==> src/rtl/pipe_latch_pkg.sv <==
// Shared pipeline-stage definitions: occupancy states, per-stage bundle
// widths and control-bundle bit positions.
package pipe_latch_pkg;

  typedef enum logic [1:0] {
    ST_EMPTY = 2'd0,
    ST_ONE   = 2'd1,
    ST_TWO   = 2'd2
  } state_e;

  // Default bundle widths for each classic stage boundary.
  localparam int unsigned IF_ID_CTRL_W = 1;
  localparam int unsigned IF_ID_DATA_W = 64;
  localparam int unsigned ID_EX_CTRL_W = 9;
  localparam int unsigned ID_EX_DATA_W = 143;
  localparam int unsigned EX_M_CTRL_W  = 5;
  localparam int unsigned EX_M_DATA_W  = 104;
  localparam int unsigned M_WB_CTRL_W  = 2;
  localparam int unsigned M_WB_DATA_W  = 71;

  localparam int unsigned CTRL_MEM_READ   = 0;
  localparam int unsigned CTRL_MEM_WRITE  = 1;
  localparam int unsigned CTRL_BRANCH     = 2;
  localparam int unsigned CTRL_REG_WRITE  = 3;
  localparam int unsigned CTRL_MEM_TO_REG = 4;

  function automatic logic [1:0] occ_of(input state_e s);
    logic [1:0] occ;
    case (s)
      ST_EMPTY: occ = 2'd0;
      ST_ONE:   occ = 2'd1;
      ST_TWO:   occ = 2'd2;
      default:  occ = 2'd0;
    endcase
    return occ;
  endfunction

endpackage

==> src/rtl/pipe_latch_reg.sv <==
// Register pair for one latch entry: control bits clear to zero on request,
// data bits only ever load so a bubble leaves stale data behind.
module pipe_latch_reg
  import pipe_latch_pkg::*;
#(
  parameter int unsigned CTRL_W = EX_M_CTRL_W,
  parameter int unsigned DATA_W = EX_M_DATA_W
) (
  input  logic              clk,
  input  logic              rst_n,
  input  logic              ld,
  input  logic              clr,
  input  logic [CTRL_W-1:0] ctrl_i,
  input  logic [DATA_W-1:0] data_i,
  output logic [CTRL_W-1:0] ctrl_o,
  output logic [DATA_W-1:0] data_o
);

  logic [CTRL_W-1:0] ctrl_d, ctrl_q;
  logic [DATA_W-1:0] data_d, data_q;

  // Next-state selection: clear wins over load.
  always_comb begin
    ctrl_d = ctrl_q;
    data_d = data_q;
    if (clr) begin
      ctrl_d = {CTRL_W{1'b0}};
    end else if (ld) begin
      ctrl_d = ctrl_i;
      data_d = data_i;
    end else begin
      ctrl_d = ctrl_q;
      data_d = data_q;
    end
  end

  // Entry storage.
  always_ff @(posedge clk or negedge rst_n) begin
    if (!rst_n) begin
      ctrl_q <= {CTRL_W{1'b0}};
      data_q <= {DATA_W{1'b0}};
    end else begin
      ctrl_q <= ctrl_d;
      data_q <= data_d;
    end
  end

  assign ctrl_o = ctrl_q;
  assign data_o = data_q;

endmodule

==> src/rtl/pipe_latch.sv <==
// Pipeline-stage latch with valid/ready handshake, optional two-entry skid
// buffer, flush, and a control bundle that reads as NOP whenever empty.
module pipe_latch
  import pipe_latch_pkg::*;
#(
  parameter int unsigned CTRL_W = EX_M_CTRL_W,
  parameter int unsigned DATA_W = EX_M_DATA_W,
  parameter int unsigned SKID   = 1
) (
  input  logic              clk,
  input  logic              rst_n,
  input  logic              in_valid,
  output logic              in_ready,
  input  logic [CTRL_W-1:0] in_ctrl,
  input  logic [DATA_W-1:0] in_data,
  input  logic              flush,
  output logic              out_valid,
  input  logic              out_ready,
  output logic [CTRL_W-1:0] out_ctrl,
  output logic [DATA_W-1:0] out_data,
  output logic [1:0]        occupancy
);

  state_e            state_d, state_q;
  logic              in_ready_d, in_ready_q;
  logic              out_valid_d, out_valid_q;
  logic [1:0]        occ_d, occ_q;

  logic              push, pop;
  logic              main_ld, main_clr, main_from_skid;
  logic              skid_ld, skid_clr;
  logic [CTRL_W-1:0] main_ctrl, skid_ctrl, main_ctrl_in;
  logic [DATA_W-1:0] main_data, skid_data, main_data_in;

  // Without a skid entry the stage can only accept when the head leaves.
  assign in_ready = (SKID != 0) ? in_ready_q : (!out_valid_q | out_ready);
  assign push     = in_valid & in_ready;
  assign pop      = out_valid_q & out_ready;

  // Occupancy FSM next state and register-pair controls.
  always_comb begin
    state_d        = state_q;
    main_ld        = 1'b0;
    main_clr       = 1'b0;
    main_from_skid = 1'b0;
    skid_ld        = 1'b0;
    skid_clr       = 1'b0;
    if (flush) begin
      state_d  = ST_EMPTY;
      main_clr = 1'b1;
      skid_clr = 1'b1;
    end else begin
      case (state_q)
        ST_EMPTY: begin
          if (push) begin
            state_d = ST_ONE;
            main_ld = 1'b1;
          end else begin
            state_d = ST_EMPTY;
          end
        end
        ST_ONE: begin
          if (push && pop) begin
            state_d = ST_ONE;
            main_ld = 1'b1;
          end else if (push) begin
            state_d = ST_TWO;
            skid_ld = 1'b1;
          end else if (pop) begin
            state_d  = ST_EMPTY;
            main_clr = 1'b1;
          end else begin
            state_d = ST_ONE;
          end
        end
        ST_TWO: begin
          if (pop) begin
            state_d        = ST_ONE;
            main_ld        = 1'b1;
            main_from_skid = 1'b1;
            skid_clr       = 1'b1;
          end else begin
            state_d = ST_TWO;
          end
        end
        default: begin
          state_d  = ST_EMPTY;
          main_clr = 1'b1;
          skid_clr = 1'b1;
        end
      endcase
    end
    in_ready_d  = (state_d != ST_TWO);
    out_valid_d = (state_d != ST_EMPTY);
    occ_d       = occ_of(state_d);
  end

  // Head reload source: skid entry when draining TWO, otherwise the input.
  always_comb begin
    if (main_from_skid) begin
      main_ctrl_in = skid_ctrl;
      main_data_in = skid_data;
    end else begin
      main_ctrl_in = in_ctrl;
      main_data_in = in_data;
    end
  end

  // FSM state and registered status outputs.
  always_ff @(posedge clk or negedge rst_n) begin
    if (!rst_n) begin
      state_q     <= ST_EMPTY;
      in_ready_q  <= 1'b1;
      out_valid_q <= 1'b0;
      occ_q       <= 2'd0;
    end else begin
      state_q     <= state_d;
      in_ready_q  <= in_ready_d;
      out_valid_q <= out_valid_d;
      occ_q       <= occ_d;
    end
  end

  pipe_latch_reg #(.CTRL_W(CTRL_W), .DATA_W(DATA_W)) u_main (
    .clk    (clk),
    .rst_n  (rst_n),
    .ld     (main_ld),
    .clr    (main_clr),
    .ctrl_i (main_ctrl_in),
    .data_i (main_data_in),
    .ctrl_o (main_ctrl),
    .data_o (main_data)
  );

  pipe_latch_reg #(.CTRL_W(CTRL_W), .DATA_W(DATA_W)) u_skid (
    .clk    (clk),
    .rst_n  (rst_n),
    .ld     (skid_ld),
    .clr    (skid_clr),
    .ctrl_i (in_ctrl),
    .data_i (in_data),
    .ctrl_o (skid_ctrl),
    .data_o (skid_data)
  );

  assign out_valid = out_valid_q;
  assign out_ctrl  = main_ctrl;
  assign out_data  = main_data;
  assign occupancy = occ_q;

endmodule

==> config.mk <==
export PLATFORM = sky130hd
export DESIGN_NAME = pipe_latch
export DESIGN_NICKNAME = d
export VERILOG_FILES = /design/src/rtl/pipe_latch_pkg.sv /design/src/rtl/pipe_latch_reg.sv /design/src/rtl/pipe_latch.sv
export SDC_FILE = /design/constraint.sdc
export NUM_CORES = 1
export LEC_CHECK = 0
export BUFFER_PORTS_ARGS = -buffer_cell sky130_fd_sc_hd__buf_4
export CAP_MARGIN = 20
export CELL_PAD_IN_SITES_DETAIL_PLACEMENT = 0
export CELL_PAD_IN_SITES_GLOBAL_PLACEMENT = 1
export CORE_MARGIN = 1
export CORE_UTILIZATION = 35
export DETAILED_ROUTE_END_ITERATION = 8
export PLACE_DENSITY_LB_ADDON = 0.1
export SKIP_CTS_REPAIR_TIMING = 1
export SLEW_MARGIN = 40
export SYNTH_ARGS = -nofsm -noshare
export SYNTH_HDL_FRONTEND = slang
export SYNTH_SLANG_ARGS = --single-unit
==> constraint.sdc <==
create_clock -name clk -period 2 [get_ports clk]
set_clock_uncertainty 0.1 [all_clocks]
set_input_delay 0.6 -clock clk [delete_from_list [all_inputs] [get_ports clk]]
set_output_delay 0.6 -clock clk [all_outputs]
set_load 0.02 [all_outputs]
After elaboration in Yosys (flattened, before gate mapping)
Index checks and enable logic that the tools add are counted.
{"block": "op_classes", "eq_ne": 5, "n_mux": 30, "bitwise": 4, "reduce_logical": 9}
{"op": "$mux 104", "n": 1}
{"op": "$mux 5", "n": 5}
{"op": "$mux 1", "n": 15}
{"op": "$mux 2", "n": 4}
{"op": "$pmux 2 s3", "n": 1}
{"op": "$reduce_bool 2->1", "n": 3}
{"op": "$eq 2x1->1 const B", "n": 2}
{"op": "$eq 2x2->1 const B", "n": 2}
{"op": "$pmux 1 s2", "n": 2}
{"op": "$pmux 2 s2", "n": 1}
{"op": "$reduce_and 2->1", "n": 2}
{"op": "$reduce_or 2->1", "n": 2}
{"op": "$pmux 1 s3", "n": 1}
{"op": "$and 1x1->1", "n": 2}
{"op": "$logic_not 2->1", "n": 1}
{"op": "$ne 2x2->1 const B", "n": 1}
{"op": "$not 1->1", "n": 2}
{"op": "$logic_and 1x1->1", "n": 1}
{"block": "word_totals", "regBits": 224, "out_inout_bits": 113, "elab_cells": 56}

Longest topological paths before layout
{"block": "logic_depth", "depth_word": 8, "mapped_depth": 9}

Cells and area by module
Synthesis repeated with hierarchy kept, for this count alone.
{"block": "hier_totals", "hier_cells": 629, "area_unflattened_um2": 10348.7}
{"mod": "pipe_latch_reg", "instances": 2, "cells_each": 237, "area_per_inst_um2": 4331.7, "seq_area_each_um2": 2727.6}
{"mod": "pipe_latch", "instances": 1, "cells_each": 155, "area_per_inst_um2": 1685.4, "seq_area_each_um2": 151.4}

Least setup slack after synthesis
No wires, ideal clock.
{"block": "synth_path", "path_type": "input to register", "start": "input out_ready", "end": "register u_main.data_q[0] (netlist: u_main.data_o[0])", "setup_time_ns": 0.126, "arrival_time_ns": 1.938, "setup_slack_ns": -0.164, "cell_stages": 8, "path_cell_list": "nand2_1 > inv_1 > ha_1 > o21a_1 > a311oi_2 > buf_2 > buf_2 > a21oi_1"}
{"block": "synth_via", "elab_chain_cells": 8, "word_cells_on_any_way": 15, "cone_classes": "mux: 11; bitwise: 2; reduce/logical: 2"}
{"item": "start, declared", "line_no": "pipe_latch.sv:18", "rtl": "input logic out_ready,"}
{"item": "$and 1x1->1 (*)", "line_no": "pipe_latch.sv:38", "rtl": "assign pop = out_valid_q & out_ready;"}
{"item": "$mux 1", "line_no": "pipe_latch.sv:69, pipe_latch.sv:77"}
{"item": "$mux 1", "line_no": "pipe_latch.sv:66", "rtl": "end else if (push) begin"}
{"item": "$mux 1", "line_no": "pipe_latch.sv:63", "rtl": "if (push && pop) begin"}
{"item": "$pmux 1 s2", "line_no": "pipe_latch.sv:53", "rtl": "case (state_q)"}
{"item": "$mux 1", "line_no": "pipe_latch.sv:48", "rtl": "if (flush) begin"}
{"item": "$not 1->1 (no line)"}
{"item": "$reduce_and 2->1 (no line)"}
{"item": "end signal, assigned", "line_no": "pipe_latch_reg.sv:41", "rtl": "data_q <= {DATA_W{1'b0}};"}
{"item": "end signal, assigned", "line_no": "pipe_latch_reg.sv:44", "rtl": "data_q <= data_d;"}
{"item": "end, declared", "line_no": "pipe_latch_reg.sv:20", "rtl": "logic [DATA_W-1:0] data_d, data_q;"}
Mark *: on every way between the ends. The rest lies on a longest branch, timed or not.
A chain may end at the register's enable or synchronous reset.

Worst setup path after layout
{"block": "layout_path", "start": "register in_ready_q (netlist: in_ready)", "end": "register u_skid.data_q[36] (netlist: u_skid.data_o[36])"}
{"block": "layout_via", "elab_chain_cells": 6, "word_cells_on_any_way": 7, "cone_classes": "mux: 4; bitwise: 1; reduce/logical: 2"}
{"item": "start, declared", "line_no": "pipe_latch.sv:25", "rtl": "logic in_ready_d, in_ready_q;"}
{"item": "start signal, assigned", "line_no": "pipe_latch.sv:118", "rtl": "in_ready_q <= in_ready_d;"}
{"item": "$and 1x1->1 (*)", "line_no": "pipe_latch.sv:37", "rtl": "assign push = in_valid & in_ready;"}
{"item": "$mux 1 / $logic_and 1x1->1 (equally long branches)", "line_no": "pipe_latch.sv:66, pipe_latch.sv:63"}
{"item": "$mux 1 (*)", "line_no": "pipe_latch.sv:63"}
{"item": "$mux 1 (*)", "line_no": "pipe_latch.sv:53"}
{"item": "$mux 1 (*)", "line_no": "pipe_latch.sv:48"}
{"item": "$reduce_and 2->1 (no line) (*)"}
{"item": "end signal, assigned", "line_no": "pipe_latch_reg.sv:41"}
{"item": "end signal, assigned", "line_no": "pipe_latch_reg.sv:44"}
{"item": "end, declared", "line_no": "pipe_latch_reg.sv:20"}
Marks and branches as above.

==> impl_metrics.py <==
metrics = {
    "sta": {
        "setup_ws_ps": -63.40,
        "fin_crit_sh_pct": 103.2,
        "hold-worst-slack_ps": 231.9,
        "finalSetupViolCount": 88,
        "slew_viol_final": 0,
        "finalCriticalPeriod_ps": 2063,
        "rsz0062_at_grt": "yes",
        "final.setup.tns_ps": -2525,
        "worst_slew_pin_slew_ps": 452.0,
        "fmax_mhz": 484.6,
        "maxSlewHeadroom_pct": 69.87,
        "hold_viol_final": 0,
    },
    "place": {
        "gp_congestion": 0.7752,
        "numPortBuffers": 226,
        "dpl.hpwl_um": 16150,
    },
    "route": {
        "vias": 6572,
        "finalWirelength_um": 24210,
        "ant_nets": 0,
        "viasPerCell": 4.875,
        "drtPass1Iterations": 7,
        "drc": 28,
        "wl_per_cell_um": 17.96,
        "drtIter0Drc": 319,
    },
    "synth": {
        "yosys_warnings": 0,
        "ys_ff_latch": 224,
        "ys_seq_area_share_pct": 59.94,
        "avgSynthCellArea_um2": 12.78,
        "synth_area_mm2": 0.009354,
        "postSynthCellCount": 732,
        "synth.area.top_cells": "dfrtp_1, mux2_2, mux2i_1",
        "yosys.area.top_type_share_pct": 59.66,
        "syn-num-nets": 849,
        "synth_top_cell_by_area": "dfrtp_1",
        "ys_types": 26,
    },
    "power": {
        "irDropWorstVdd_uv": 675.1,
        "power_w": 0.01570,
        "leakagePower_nw": 6.497,
        "powerDensity_mw_per_mm2": 1211,
    },
    "worst_setup_path": {
        "crit_end": "u_skid.data_o[36]$_DFFE_PN0P_",
        "cp.required_ps": 2290,
        "worst_r2r_path_depth": 7,
        "crit_path_start": "in_ready$_DFF_PN1_",
        "critical_path_buf_inv_count": 3,
        "r2r-start": "in_ready$_DFF_PN1_",
        "reg2reg_slack_ps": -60,
        "cp_top_family": "flip-flops",
        "cpPeakStageDelay_ps": 560,
        "critical_path_class": "reg2reg",
        "arrival_ps": 2360,
        "start_kind": "register",
        "slowest_stage": "dfstp_2",
        "end_kind": "register",
        "r2r_end": "u_skid.data_o[36]$_DFFE_PN0P_",
        "worst-path-stages": 7,
        "path_max_fanout": 9,
        "crit_chain": "nand2_4, inv_2, ha_1, and4bb_4, buf_8, clkbuf_16, mux2_2",
    },
    "floorplanning": {
        "fp.dieW_um": 165.5,
        "rows": 59,
        "ios": 227,
        "coreArea_mm2": 0.02613,
        "die_height_um": 165.5,
        "dieArea_mm2": 0.02738,
        "start_util_pct": 35.79,
    },
    "global_route": {
        "track_usage_pct": 16.67,
        "grt_start_max_net_pins": 50,
        "overflow": 0,
        "grt_pass1_wl_um": 35780,
        "grt_pass1_vias": 6781,
        "antenna_found_initial": 0,
    },
    "clock_tree": {
        "clock_latency_ps": 510,
        "cts_max_level": 1,
        "clock-sinks": 224,
        "cts_tree": "done",
        "root_buffer": "clkbuf_16",
        "clk_path_buf_depth": 3,
        "clk_pin_slew_ps": 60,
        "cts_buffers": 25,
    },
    "min_path": {
        "hp-start": "in_data[50]",
        "hp-class": "in2reg",
    },
    "status": {
        "outcome": "complete, but fails checks",
        "violations": "DRC, setup timing",
    },
    "cells_and_area": {
        "area_growth_pct": 38.58,
        "fin_nets": 1112,
        "final_layout_size_suffix_gt1_share_pct": 44.03,
        "diodes": 0,
    },
    "run": {
        "drv_cap": 0,
    },
}
cells by family after synthesis:
family	share of synthesized area, %
compound gates	7.036
mux	24.25
buf+inv	2.903
fa+ha+maj	0.4013
simple gates	5.471
flops	59.94
worst min path at each step:
stage,endpoint,depth (start not counted),slack [ps]
5_1_grt,u_skid.data_o[31]$_DFFE_PN0P_,2,210
6_report,u_skid.data_o[50]$_DFFE_PN0P_,2,230
2_1_floorplan,occupancy[0]$_DFF_PN0_,0,200
4_1_cts,u_skid.data_o[2]$_DFFE_PN0P_,1,-90
3_3_place_gp,u_skid.ctrl_o[4]$_DFFE_PN0P_,1,380
3_5_place_dp,u_skid.ctrl_o[4]$_DFFE_PN0P_,1,390
flip-flops by register name (all words and copies together), names as in the netlist:
signal / count
u_skid.data_o: 104
state_q: 2
u_main.ctrl_o: 5
out_valid: 1
u_skid.ctrl_o: 5
occupancy: 2
u_main.data_o: 104
in_ready: 1
synthesized netlist by cell type:
master and instances:
o21a_1 2, nor3_1 1, mux2i_1 104, a21o_1 1
nand3b_1 1, o31ai_1 1, mux2_2 109, nand3_1 1
nand4bb_4 1, buf_4 9, and4bb_2 1, nor3b_2 1
ha_1 3, buf_2 37, nand2_1 5, a21oi_1 105
and2_1 1, clkbuf_1 1, a22o_1 10, dfstp_2 1
nand2_2 1, inv_1 4, a311oi_2 1, nand4b_1 1
dfrtp_1 223, nor2_1 107
worst reg2reg max path, delay by kind of cell (launching register included):
kind / cells / cell delay [ps]
AND/OR/NAND/NOR: 2 / 390
adder cells (fa/ha/maj): 1 / 150
multiplexers: 1 / 340
buffers and inverters: 3 / 420
flip-flops: 1 / 560
routing by layer:
layer,part of all wire (%),routed length (µm),GRT usage [%],vias up
met1,42,10120,20.89,3297
met4,1.7,418,4.587,0
met5,0,0,0,-
met3,6.9,1671,4.446,25
li1,-,-,-,3092
met2,50,12000,28.18,158
area by class of cell:
| type | count | area (µm²) |
|---|---|---|
| Multi-Input combinational cell | 457 | 3626 |
| Fill cell | 2367 | 13170 |
| Clock inverter | 8 | 65.06 |
| Timing Repair Buffer | 283 | 2527 |
| Sequential cell | 224 | 5607 |
| Clock buffer | 37 | 700.7 |
| Inverter | 4 | 17.52 |
| Tap cell | 335 | 419.2 |
stage by stage:
| stage | area [µm²] | setup slack [ps] | std cells | util, % |
|---|---|---|---|---|
| 4_1_cts | 12640 | -80.33 | 1333 | 48.37 |
| 5_1_grt | 12960 | -125.0 | 1348 | 49.60 |
| 3_5_place_dp | 11880 | -260.9 | 1288 | 45.44 |
| 3_3_place_gp | 11880 | -199.0 | 1288 | 45.44 |
| 6_report | 12960 | -63.40 | 1348 | 49.60 |
| 2_1_floorplan | 9542 | -20.16 | 732 | - |
cells in the final DEF, fill, tap and decap left out, drive strengths merged, types with 2 or more instances in the layout:
cell    netlist  final
a21oi       105    105
a22o         10     10
buf          46    277
clkbuf        1     42
clkinv        0      7
dfrtp       223    223
ha            3      3
inv           4      4
mux2        109    109
mux2i       104    104
nand2         6      6
nor2        107    107
o21a          2      2
where the power goes:
part / leakage [nW] / internal, W / switching, W
registers: 2.61 / 0.00612 / 0.000897
logic: 3.50 / 0.00229 / 0.00209
clock network: 0.382 / 0.00254 / 0.00176
total: 6.50 / 0.0110 / 0.00475
No activity file was read; power rests on OpenSTA's default activity.
